## src/rtl/mmio_bus_arbiter_if.sv

```systemverilog
// Requester-side handshake plus MMIO register bus of the fuzzy-controller arbiter.
// master = requesters/bus slave environment, slave = the arbiter itself.
interface mmio_bus_arbiter_if #(parameter int N_REQ = 2);
    logic [N_REQ-1:0]      req_valid;
    logic [N_REQ-1:0]      req_we;
    logic [N_REQ-1:0][7:0] req_addr;
    logic [N_REQ-1:0][7:0] req_wdata;
    logic [N_REQ-1:0]      req_ready;
    logic [N_REQ-1:0]      rsp_valid;
    logic [7:0]            rsp_rdata;
    logic                  core_busy;
    logic                  cs;
    logic                  rd;
    logic                  wr;
    logic [7:0]            addr;
    logic [7:0]            wdata;
    logic [7:0]            rdata;
    logic                  bus_busy;

    modport master (
        output req_valid, req_we, req_addr, req_wdata, core_busy, rdata,
        input  req_ready, rsp_valid, rsp_rdata, cs, rd, wr, addr, wdata, bus_busy
    );

    modport slave (
        input  req_valid, req_we, req_addr, req_wdata, core_busy, rdata,
        output req_ready, rsp_valid, rsp_rdata, cs, rd, wr, addr, wdata, bus_busy
    );
endinterface

```

## src/rtl/mmio_bus_arbiter.sv

```systemverilog
// Round-robin arbiter sharing the 8-bit MMIO register bus between N_REQ requesters,
// holding off coefficient-region writes while the core is busy.

// Per-port eligibility: a write into the protected window waits out core_busy.
module mmio_arb_elig #(
    parameter logic [7:0] PROT_LO = 8'h10,
    parameter logic [7:0] PROT_HI = 8'h42
) (
    input  logic       valid,
    input  logic       we,
    input  logic [7:0] addr,
    input  logic       core_busy,
    output logic       elig
);
    logic prot;
    assign prot = (addr >= PROT_LO) && (addr <= PROT_HI);
    assign elig = valid && !(we && prot && core_busy);
endmodule

module mmio_bus_arbiter #(
    parameter int         N_REQ    = 2,
    parameter int         READ_LAT = 1,
    parameter logic [7:0] PROT_LO  = 8'h10,
    parameter logic [7:0] PROT_HI  = 8'h42
) (
    input logic               clk,
    input logic               rst,
    mmio_bus_arbiter_if.slave bus
);
    localparam int PW = (N_REQ > 1) ? $clog2(N_REQ) : 1;
    localparam int CW = $clog2(READ_LAT + 2);

    localparam logic [1:0] IDLE = 2'd0;
    localparam logic [1:0] XFER = 2'd1;
    localparam logic [1:0] RESP = 2'd2;

    logic [1:0]       state;
    logic [PW-1:0]    ptr;
    logic [PW-1:0]    gnt;
    logic [PW-1:0]    gnt_q;
    logic [PW-1:0]    idx;
    logic [CW-1:0]    cnt;
    logic             we_q;
    logic [7:0]       addr_q;
    logic [7:0]       wdata_q;
    logic [7:0]       rdata_q;
    logic [N_REQ-1:0] elig;
    logic             found;

    for (genvar i = 0; i < N_REQ; i++) begin : g_lane
        mmio_arb_elig #(.PROT_LO(PROT_LO), .PROT_HI(PROT_HI)) u_elig (
            .valid     (bus.req_valid[i]),
            .we        (bus.req_we[i]),
            .addr      (bus.req_addr[i]),
            .core_busy (bus.core_busy),
            .elig      (elig[i])
        );
    end

    // First eligible port scanning from ptr upward, wrapping at N_REQ.
    always_comb begin
        found = 1'b0;
        gnt   = '0;
        idx   = '0;
        for (int k = 0; k < N_REQ; k++) begin
            idx = PW'((int'(ptr) + k) % N_REQ);
            if (!found && elig[idx]) begin
                found = 1'b1;
                gnt   = idx;
            end
        end
    end

    always_ff @(posedge clk) begin
        if (rst) begin
            state   <= IDLE;
            ptr     <= '0;
            gnt_q   <= '0;
            cnt     <= '0;
            we_q    <= 1'b0;
            addr_q  <= '0;
            wdata_q <= '0;
            rdata_q <= '0;
        end else begin
            case (state)
                IDLE: if (found) begin
                    state   <= XFER;
                    gnt_q   <= gnt;
                    we_q    <= bus.req_we[gnt];
                    addr_q  <= bus.req_addr[gnt];
                    wdata_q <= bus.req_wdata[gnt];
                    cnt     <= bus.req_we[gnt] ? '0 : CW'(READ_LAT);
                    ptr     <= PW'((int'(gnt) + 1) % N_REQ);
                end
                // Read data is sampled on the edge closing the last bus cycle.
                XFER: if (cnt == '0) begin
                    state   <= RESP;
                    rdata_q <= we_q ? 8'h00 : bus.rdata;
                end else begin
                    cnt <= cnt - 1'b1;
                end
                RESP:    state <= IDLE;
                default: state <= IDLE;
            endcase
        end
    end

    // Ready is masked during reset so nothing is reported accepted on a discarded edge.
    assign bus.req_ready = (state == IDLE && found && !rst) ? (N_REQ'(1) << gnt) : '0;
    assign bus.rsp_valid = (state == RESP) ? (N_REQ'(1) << gnt_q) : '0;
    assign bus.rsp_rdata = rdata_q;
    assign bus.cs        = (state == XFER);
    assign bus.rd        = (state == XFER) && !we_q;
    assign bus.wr        = (state == XFER) && we_q;
    assign bus.addr      = (state == XFER) ? addr_q : 8'h00;
    assign bus.wdata     = (state == XFER && we_q) ? wdata_q : 8'h00;
    assign bus.bus_busy  = (state != IDLE);
endmodule

```

## src/flat_wrapper.sv

```systemverilog
// flat-port wrapper written by rule: the top's interface ports become plain ports
module mmio_bus_arbiter_flat 
#(
    parameter int         N_REQ    = 2,
    parameter int         READ_LAT = 1,
    parameter logic [7:0] PROT_LO  = 8'h10,
    parameter logic [7:0] PROT_HI  = 8'h42
)
  (clk, rst, bus_req_valid, bus_req_we, bus_req_addr, bus_req_wdata, bus_core_busy, bus_rdata, bus_req_ready, bus_rsp_valid, bus_rsp_rdata, bus_cs, bus_rd, bus_wr, bus_addr, bus_wdata, bus_bus_busy);
  mmio_bus_arbiter_if #(.N_REQ(N_REQ)) bus_i ();
  input logic clk;
  input logic rst;
  input wire logic [$bits(bus_i.req_valid)-1:0] bus_req_valid;
  input wire logic [$bits(bus_i.req_we)-1:0] bus_req_we;
  input wire logic [$bits(bus_i.req_addr)-1:0] bus_req_addr;
  input wire logic [$bits(bus_i.req_wdata)-1:0] bus_req_wdata;
  input wire logic [$bits(bus_i.core_busy)-1:0] bus_core_busy;
  input wire logic [$bits(bus_i.rdata)-1:0] bus_rdata;
  output wire logic [$bits(bus_i.req_ready)-1:0] bus_req_ready;
  output wire logic [$bits(bus_i.rsp_valid)-1:0] bus_rsp_valid;
  output wire logic [$bits(bus_i.rsp_rdata)-1:0] bus_rsp_rdata;
  output wire logic [$bits(bus_i.cs)-1:0] bus_cs;
  output wire logic [$bits(bus_i.rd)-1:0] bus_rd;
  output wire logic [$bits(bus_i.wr)-1:0] bus_wr;
  output wire logic [$bits(bus_i.addr)-1:0] bus_addr;
  output wire logic [$bits(bus_i.wdata)-1:0] bus_wdata;
  output wire logic [$bits(bus_i.bus_busy)-1:0] bus_bus_busy;
  assign bus_i.req_valid = bus_req_valid;
  assign bus_i.req_we = bus_req_we;
  assign bus_i.req_addr = bus_req_addr;
  assign bus_i.req_wdata = bus_req_wdata;
  assign bus_i.core_busy = bus_core_busy;
  assign bus_i.rdata = bus_rdata;
  assign bus_req_ready = bus_i.req_ready;
  assign bus_rsp_valid = bus_i.rsp_valid;
  assign bus_rsp_rdata = bus_i.rsp_rdata;
  assign bus_cs = bus_i.cs;
  assign bus_rd = bus_i.rd;
  assign bus_wr = bus_i.wr;
  assign bus_addr = bus_i.addr;
  assign bus_wdata = bus_i.wdata;
  assign bus_bus_busy = bus_i.bus_busy;
  mmio_bus_arbiter #(.N_REQ(N_REQ), .READ_LAT(READ_LAT), .PROT_LO(PROT_LO), .PROT_HI(PROT_HI)) u_core (.clk(clk), .rst(rst), .bus(bus_i));
endmodule
```

## config.mk

```make
export PLATFORM = sky130hd
export DESIGN_NAME = mmio_bus_arbiter_flat
export DESIGN_NICKNAME = d
export VERILOG_FILES = /design/src/rtl/mmio_bus_arbiter_if.sv /design/src/rtl/mmio_bus_arbiter.sv /design/src/flat_wrapper.sv
export SDC_FILE = /design/constraint.sdc
export NUM_CORES = 1
export LEC_CHECK = 0
export ABC_AREA = 1
export BUFFER_PORTS_ARGS = -buffer_cell sky130_fd_sc_hd__clkbuf_2
export CAP_MARGIN = 20
export CORE_UTILIZATION = 32
export DETAILED_ROUTE_END_ITERATION = 7
export GPL_TIMING_DRIVEN = 1
export SLEW_MARGIN = 40
export SYNTH_ARGS = -nofsm -noshare
export SYNTH_HDL_FRONTEND = slang
export SYNTH_SLANG_ARGS = --single-unit
```

## constraint.sdc

```tcl
create_clock -name clk -period 1.2 [get_ports clk]
set_clock_uncertainty 0.2 [all_clocks]
set_input_delay 0.12 -clock clk [delete_from_list [all_inputs] [get_ports clk]]
set_output_delay 0.12 -clock clk [all_outputs]
set_load 0.02 [all_outputs]
```

==> flow_summary.yaml, run 1 <==
route:
  ant_nets: 0
  wl_per_cell_um: 11.17
  routed_wl_mm: 5.631
  via_per_inst: 4.306
  dr.pass1.iters: 4
  drt_drc_violations_left: 0
  drt-initial-drc-count: 75
  vias: 2170
power_and_ir_drop:
  power.leakage_nw: 1.655
  p_per_area_mw_per_mm2: 1132
  ir_drop_v: 0.0004826
global_routing:
  grt_max_degree: 21
  grt_util_all_layers: 0.1946
  antenna_found_initial: 0
  overflow: 0
  grt_pass1_vias: 1987
  grt_pass1_wl_mm: 8.445
die:
  die_area_sq_mm: 0.005657
  core_area_sq_mm: 0.005140
  num_rows: 26
  pin_count: 79
  initial_core_util: 0.3337
  die_h_um: 75.22
  die_w_um: 75.22
sta:
  setup_viol: 55
  period_minus_slack_ps: 1666
  rsz0062_at_grt: "true"
  finalWorstSetupSlack_ps: -465.9
  final.setup.tns_ps: -15340
  slew-limit-headroom: 0.8614
  max_freq_mhz: 600.3
  slew_viol_final: 0
  fin_crit_sh: 1.388
  tightest_slew_ps: 207.4
  hold_violations: 0
critical_path:
  crit_type: "reg -> out"
  startpoint_type: "flip-flop"
  rr_worst_depth: 9
  cp.required_ps: 880
  r2r_end: "u_core.addr_q[1]"
  crit_path_end_kind: "primary output"
  r2r_slack_ps: -280
  cp_max_fo: 8
  crit_path_start: "u_core.state[0]"
  critPathArrivalTime_ps: 1350
  r2r_start: "u_core.state[1]"
  cp-endpoint: "bus_wdata[1]"
yosys:
  syn_inst: 287
  synth_area_sq_mm: 0.001715
  synthFlopType: "dfxtp_1"
  synth-seq-cells: 31
  yosys_warnings: 0
  synth.avg_cell_area_sq_um: 5.977
  synthArstFlopShare: 0
  syn-num-nets: 335
  netlist-cell-type-count: 21
  synth_edf_count: 0
  synth.yosys.seq_area_share: 0.3618
layout:
  fin_nets: 481
  layout-drive-gt1-share: 0.4977
  antenna_cells: 0
  fin_cells: 504
  syn2layout_area_growth_pct: 105.6
  fill_cells: 429
clocking:
  clkTransAtPathRegs_ps: 70
  clockBufferDepth: 2
  cts_buffers: 5
  clock-root-buffer: "clkbuf_8"
  htreeDepth: 2
  insertion_delay_ps: 280
  cts_tree: "built"
  cts_sinks: 31
min_path:
  hold_class: "in -> reg"
placement:
  gp_congestion: 0.7937
  port_buffers: 78
  dp.cells: 460
  dp_hpwl_mm: 3.376
status:
  violations: "setup timing"
  outcome: "finished with violations"
flow_run:
  drv_cap: 0
[cells in the final DEF, fill, tap and decap left out, types with 3 or more instances in the layout]
cell type,count
o21ai_1,13
dfxtp_2,4
inv_1,40
buf_8,10
a21oi_1,3
buf_12,5
nor2_2,5
inv_2,4
clkbuf_2,54
a21oi_2,10
dfxtp_1,26
o21ai_0,3
nor2_4,23
nand3_1,5
dlygate4sd3_1,27
clkbuf_8,9
o21ai_2,3
nor2_1,55
nand2_2,26
buf_4,28
buf_6,19
nand2_1,43
[synthesized netlist by cell type, types with 2 or more instances]
cell	count	share of area
a21oi_1	13	0.038
buf_4	2	0.0088
buf_6	4	0.026
clkbuf_1	4	0.0088
dfxtp_1	31	0.36
inv_1	45	0.098
inv_2	2	0.0044
nand2_1	68	0.15
nand2_2	2	0.0073
nand3_1	7	0.020
nor2_1	81	0.18
nor2_2	2	0.0073
o21ai_0	15	0.044
o21ai_1	4	0.012
[how the worst min path moves through the flow]
stage	slack, ps	depth (start not counted)	end	startpoint
floorplan	-10	1	u_core.bus.rsp_rdata[4]	rst
global placement	150	3	u_core.bus.rsp_rdata[0]	bus_rdata[0]
detailed placement	160	3	u_core.bus.rsp_rdata[6]	bus_rdata[6]
CTS	3	5	u_core.addr_q[2]	bus_req_addr[10]
global route	20	5	u_core.addr_q[4]	bus_req_addr[4]
finish	10	5	u_core.addr_q[4]	bus_req_addr[4]
[sequential cells by signal, summed over array words and instances (netlist names)]
| register | flops |
|---|---|
| u_core.addr_q | 8 |
| u_core.bus.rsp_rdata | 8 |
| u_core.cnt | 2 |
| u_core.gnt_q | 1 |
| u_core.ptr | 1 |
| u_core.state | 2 |
| u_core.wdata_q | 8 |
| u_core.we_q | 1 |
[per-layer routing]
layer	vias up	routed length [um]	part of all wire	global-route usage
met4	0	66	0.012	0.04321
met2	47	2871	0.51	0.3453
li1	1146	-	-	-
met1	970	2498	0.44	0.2431
met5	-	0	0	0
met3	7	195	0.035	0.04016
[critical path, cell delays in order (launching register included)]
cell	delay, ps
dfxtp_2	350
inv_2	50
nor2_4	110
inv_4	70
nor2_4	150
inv_8	90
nor2_4	130
buf_8	120
[logic make-up (layout without fill, tap and decap cells)]
group           Yosys count  in the layout  synth area share
flops                    31             31            0.3618
simple gates            163            163            0.3764
buf+inv                  58            205            0.1517
compound gates           34             34            0.1028
fa+ha+maj                 1              1          0.007293
[metrics by stage]
step	instance area (sq um)	total power (W)	hold slack (ps)	util	worst slack, ps
after floorplan	1929	0.002154	-10.93	-	-283.0
after global placement	2634	0.002631	152.4	0.5124	-329.3
after detailed placement	2634	0.002646	157.1	0.5124	-364.3
after CTS	3239	0.003683	3.431	0.6302	-432.5
after global routing	3527	0.004272	19.66	0.6862	-543.3
final	3527	0.003994	14.42	0.6862	-465.9
[final cells by class]
class / instances / area [sq um] / area share
tap: 70 / 87.58 / 0.02483
multi-input combinational: 198 / 1204 / 0.3413
clock buffer: 7 / 76.32 / 0.02164
timing repair buffer: 149 / 1323 / 0.3750
inverter: 48 / 202.7 / 0.05747
clock inverter: 1 / 5.005 / 0.001419
sequential: 31 / 629.4 / 0.1784
[power by group]
group | total (W) | switching [W] | leakage (nW) | internal, W
Sequential | 0.00128 | 0.0000881 | 0.258 | 0.00119
Combinational | 0.00193 | 0.000989 | 1.36 | 0.000944
Clock | 0.000786 | 0.000380 | 0.0422 | 0.000407
[timing repair]
action / CTS / global route
gates cloned: 1 / 1
gates resized for setup: 63 / 83
setup endpoints to repair: 54 / 55
hold buffers: 27 / 0
pin swaps: 11 / 9
endpoints found under the hold margin: 20 / 0
buffers inserted: 3 / 5
(Power assumes the default switching activity.)
==> run 2, diff against run 1 <==
--- a/config.mk
+++ b/config.mk
@@ -14,4 +14,5 @@
 export SLEW_MARGIN = 40
 export SYNTH_ARGS = -nofsm -noshare
 export SYNTH_HDL_FRONTEND = slang
+export SYNTH_HIERARCHICAL = 1
 export SYNTH_SLANG_ARGS = --single-unit
==> run 2 against run 1 <==
The run still ends with setup timing left. Synthesized cell count down 6.6%. Highest routed layer unchanged. Area after synthesis up 1.1%. Critical path type unchanged. Via count up 8.0%. Count of clock-buffer cells in the layout down 1. Die area up 1.1%.
==> flow_summary.yaml, run 2 <==
sta:
  slew-limit-headroom: 0.8230
  whs_ps: 18.03
  slew_viol_final: 0
  tightest_slew_ps: 264.5
  max_freq_mhz: 628.3
  finalWorstSetupSlack_ps: -391.5
  setup_viol: 55
  hold_violations: 0
  period_minus_slack_ps: 1591
  fin_crit_sh: 1.326
  rsz0062_at_grt: "true"
yosys:
  syn-num-nets: 316
  yosysTopAreaCellShare: 0.3579
  synth-seq-cells: 31
  synthSimpleGateAreaFrac: 0.4589
  yosysMostFrequentCell: "nand2_1"
  netlist-cell-type-count: 27
  synth_area_sq_mm: 0.001734
  synthTopCellsByCount: "97 x nand2_1, 34 x inv_1, 33 x nor2_1"
  synth_mux_area_frac: 0
  synth.avg_cell_area_sq_um: 6.471
  synthXorXnorAreaFrac: 0
  syn_inst: 268
  synth.yosys.seq_area_share: 0.3579
  synthArstFlopShare: 0
  yosys.area.top_type: "dfxtp_1"
  synthFlopType: "dfxtp_1"
  synth_compound_area_frac: 0.05772
  synth.area.top_cells: "dfxtp_1 36%, nand2_1 21%, inv_1 7.4%"
  synth_edf_count: 0
  synth_top_family_by_area: "simple AND/OR/NAND/NOR gates"
  synthAdderAreaFrac: 0.007215
  yosys_warnings: 6
min_path:
  min_to: "u_core/addr_q[5]"
  hold_class: "in -> reg"
  worst_hold_startpoint: "bus_req_addr[13]"
  holdPathStages: 6
die:
  pin_count: 79
  core_area_sq_mm: 0.005172
  initial_core_util: 0.3353
  die_w_um: 75.62
  num_rows: 26
  die_h_um: 75.62
  die_area_sq_mm: 0.005718
layout:
  layout_common_cells: "78 x nand2_1, 50 x clkbuf_2, 48 x buf_4"
  layout-drive-gt1-share: 0.5615
  fin_util: 0.7395
  final_common_cell: "nand2_1"
  syn2layout_area_growth_pct: 120.6
  antenna_cells: 0
  fin_nets: 495
critical_path:
  crit_type: "reg -> out"
  startpoint_type: "flip-flop"
  cp.required_ps: 880
  r2r_end: "u_core/wdata_q[4]"
  r2r_slack_ps: -310
  crit_path_end_kind: "primary output"
  critPathArrivalTime_ps: 1270
  rr_worst_depth: 11
  r2r_start: "u_core/ptr"
  cp_max_fo: 8
  crit_path_start: "u_core/state[1]"
global_routing:
  grt_util_all_layers: 0.2200
  grt_pass1_wl_mm: 9.301
  overflow: 0
  grt_max_degree: 15
  antenna_found_initial: 0
  grt_pass1_vias: 2182
power_and_ir_drop:
  p_per_area_mw_per_mm2: 1401
  ir_drop_v: 0.0007081
  p_total_w: 0.005360
  power.leakage_nw: 1.836
route:
  routed_wl_mm: 6.455
  ant_nets: 0
  via_per_inst: 4.534
  wl_per_cell_um: 12.49
  vias: 2344
  drt-initial-drc-count: 70
  dr.pass1.iters: 4
  drt_drc_violations_left: 0
clocking:
  cts_sinks: 31
  insertion_delay_ps: 280
  htreeDepth: 2
  clockBufferDepth: 2
  cts_tree: "built"
  cts_buffers: 5
  clkTransAtPathRegs_ps: 70
  clock-root-buffer: "clkbuf_8"
status:
  outcome: "finished with violations"
  violations: "setup timing"
placement:
  dp_hpwl_mm: 3.768
  port_buffers: 78
  pre_cts_slack_ps: -538.6
  gp_congestion: 0.7687
flow_run:
  drv_cap: 0
-- run 2: final cells by class --
cell class,instances,area (sq um)
fillers,374,1348
clock buffers,6,82.58
inverters,37,163.9
repair buffers,177,1536
well taps,70,87.58
clock inverters,1,5.005
flip-flops and latches,31,629.4
multi-input cells,195,1320
-- run 2: worst max-delay path, stage by stage (launching register included) --
cell and delay (ps):
dfxtp_4 360, inv_6 80, nand2_8 60, nor2_4 150, inv_8 90, nor2_4 130
buf_8 120
-- run 2: cell families after synthesis --
logic type | Yosys count
DFF | 31
AOI/OAI and AO/OA | 17
and+or+nand+nor | 174
buffers and inverters | 45
adders and majority gates | 1
-- run 2: timing repair --
action / CTS / global route
gates cloned: 2 / 1
resized for setup: 72 / 77
buffers inserted: 14 / 14
endpoints found under the hold margin: 23 / 0
pin swaps: 12 / 43
hold buffers: 33 / 0
endpoints found under the setup margin: 55 / 55
-- run 2: worst max-delay path by stage --
stage | to | slack, ps | cells past startpoint
detailed placement | u_core/addr_q[1] | -540 | 13
global route | bus_wdata[1] | -450 | 5
finish | bus_wdata[6] | -390 | 6
CTS | bus_wdata[0] | -390 | 6
floorplan | u_core/wdata_q[5] | -320 | 11
global placement | u_core/addr_q[1] | -530 | 13
-- run 2: power breakdown --
group / total (W) / switching [W] / internal, W
registers: 0.00139 / 0.000135 / 0.00125
logic: 0.00314 / 0.00162 / 0.00152
clock network: 0.000838 / 0.000389 / 0.000450
-- run 2: metal layers --
layer,vias to the layer above,part of all wire,GRT usage
met2,70,0.55,0.4206
met4,0,0.013,0.1008
li1,1181,-,-
met5,-,0,0
met1,1085,0.39,0.2320
met3,8,0.049,0.04101
-- run 2: stage by stage --
stage	instances	TNS, ps	cell area (sq um)
2_1_floorplan	268	-7313	1901
3_3_place_gp	454	-14720	2676
3_5_place_dp	454	-15660	2676
4_1_cts	509	-15960	3527
5_1_grt	517	-18680	3825
6_report	517	-15720	3825
==> run 3, diff against run 2 <==
--- a/config.mk
+++ b/config.mk
@@ -9,10 +9,11 @@
 export BUFFER_PORTS_ARGS = -buffer_cell sky130_fd_sc_hd__clkbuf_2
 export CAP_MARGIN = 20
 export CORE_UTILIZATION = 32
+export CTS_CLUSTER_DIAMETER = 120
 export DETAILED_ROUTE_END_ITERATION = 7
 export GPL_TIMING_DRIVEN = 1
+export PLACE_DENSITY = 0.63
 export SLEW_MARGIN = 40
 export SYNTH_ARGS = -nofsm -noshare
 export SYNTH_HDL_FRONTEND = slang
-export SYNTH_HIERARCHICAL = 1
 export SYNTH_SLANG_ARGS = --single-unit
==> run 3 against run 2 <==
The flow still finishes with violations (setup timing). Die area is 1.1% lower. Via count is 2.6% lower. Routed wire length is 1.4% lower. Global-route usage is 1.5 points lower. Sequential power is 6% lower. Sequential cell count stayed put. Total power is 21% lower. Final area is 3.9% lower. Utilization is 2.4 points lower. Worst hold slack worse by 10 ps. Count of clock-buffer cells in the layout is 1 higher. Fmax is 5.6% lower. Critical endpoint is now bus_wdata[5]. Largest power group unchanged. Highest routed layer unchanged.
==> flow_summary.yaml, run 3 (same netlist as run 1, synthesis figures left out) <==
route:
  drt_drc_violations_left: 0
  drt-initial-drc-count: 96
  wl_per_cell_um: 12.58
  routed_wl_mm: 6.364
  ant_nets: 0
  via_per_inst: 4.512
  vias: 2283
  dr.pass1.iters: 4
sta:
  hold_violations: 0
  period_minus_slack_ps: 1686
  fin_crit_sh: 1.405
  setup_viol: 53
  max_freq_mhz: 593.2
  rsz0062_at_grt: "true"
  slew-limit-headroom: 0.8252
  tightest_slew_ps: 261.3
  slew_viol_final: 0
  finalWorstSetupSlack_ps: -485.7
die:
  die_h_um: 75.22
  pin_count: 79
  initial_core_util: 0.3337
  core_area_sq_mm: 0.005140
  die_w_um: 75.22
  die_area_sq_mm: 0.005657
  num_rows: 26
global_routing:
  antenna_found_initial: 0
  grt_max_degree: 21
  grt_pass1_wl_mm: 8.659
  grt_pass1_vias: 1957
  grt_util_all_layers: 0.2054
  overflow: 0
critical_path:
  r2r_slack_ps: -320
  crit_type: "reg -> out"
  cp-endpoint: "bus_wdata[5]"
  r2r_start: "u_core.ptr"
  crit_path_start: "u_core.state[0]"
  crit_path_end_kind: "primary output"
  max_stage_delay_ps: 380
  path_common_cell: "nor2_4"
  r2r_end: "u_core.wdata_q[0]"
  cpMaxStageDelayCell: "dfxtp_4"
  crit_chain: "inv_4 > nor2_4 > inv_4 > nor2_4 > inv_8 > nor2_4 > buf_8"
  startpoint_type: "flip-flop"
  critPathArrivalTime_ps: 1370
  cp.required_ps: 880
  rr_worst_depth: 10
  cp_max_fo: 8
layout:
  antenna_cells: 0
  fin_nets: 483
  final_common_cell: "nor2_1"
  final_area_sq_mm: 0.003676
  syn2layout_area_growth_pct: 114.3
  layout-drive-gt1-share: 0.5390
  fin_util: 0.7152
  fin_cells: 506
  layout_common_cells: "54 x nor2_1, 53 x clkbuf_2, 36 x nand2_1, 36 x inv_1, 29 x dlygate4sd3_1"
  fill_cells: 417
clocking:
  cts_buffers: 5
  clockBufferDepth: 2
  cts_sinks: 31
  clock-root-buffer: "clkbuf_8"
  clkTransAtPathRegs_ps: 70
  insertion_delay_ps: 280
  cts_tree: "built"
  htreeDepth: 2
placement:
  gp_congestion: 0.8139
  pre_cts_slack_ps: -363.3
  dp.cells: 453
  dpl_cell_area_sq_mm: 0.002569
  port_buffers: 78
  dp_hpwl_mm: 3.381
status:
  outcome: "finished with violations"
  violations: "setup timing"
power_and_ir_drop:
  power.leakage_nw: 1.718
  ir_drop_v: 0.0006047
  p_per_area_mw_per_mm2: 1149
min_path:
  hold_class: "in -> reg"
flow_run:
  drv_cap: 0
run 3: metrics by stage:
stage          total power, W  hold slack [ps]  setup TNS (ps)
6_report             0.004225            7.614          -16430
3_3_place_gp         0.002566            151.3          -10970
3_5_place_dp         0.002583            157.3          -11870
4_1_cts              0.003880           0.6868          -14080
2_1_floorplan        0.002154           -10.93           -7954
5_1_grt              0.004460            9.654          -19630
run 3: cell type report:
cell class              instances  area [sq um]  share of cell area
flip-flops and latches         31         635.6              0.1729
repair buffers                151          1379              0.3751
clock inverters                 1         5.005            0.001361
clock buffers                   7         76.32             0.02076
inverters                      48         217.7             0.05922
well taps                      70         87.58             0.02383
multi-input cells             198          1275              0.3468
run 3: worst min-delay path by stage:
stage	startpoint	to	slack, ps	cells after the start
floorplan	rst	u_core.bus.rsp_rdata[4]	-10	1
global placement	bus_rdata[2]	u_core.bus.rsp_rdata[2]	150	3
detailed placement	bus_rdata[6]	u_core.bus.rsp_rdata[6]	160	3
CTS	bus_req_addr[10]	u_core.addr_q[2]	0.7	5
global route	bus_req_addr[5]	u_core.addr_q[5]	10	5
finish	bus_req_addr[5]	u_core.addr_q[5]	8	5
run 3: timing repair:
item,4_1_cts,5_1_grt
setup buffers,7,8
gates resized for setup,81,92
hold buffers,29,0
pin swaps,9,29
cloned,3,2
setup endpoints to repair,55,55
endpoints found under the hold margin,19,0
run 3: power breakdown:
part	internal, W	switching (W)	total (W)
combinational	0.00105	0.00108	0.00214
clock	0.000407	0.000385	0.000791
sequential	0.00119	0.000107	0.00130
run 3: routing by layer:
metal  GRT usage  wire, um  up-vias
met3     0.05622       244        8
met4     0.07613        90        0
met2      0.3594      3384       54
met5           0         0        -
li1            -         -     1156
met1      0.2402      2645     1065
run 3: worst max-delay path: cells and delay by family, from the launching register on:
kind	cells	cell delay, ps
AND/OR/NAND/NOR	3	390
buffers and inverters	4	320
flip-flops	1	380
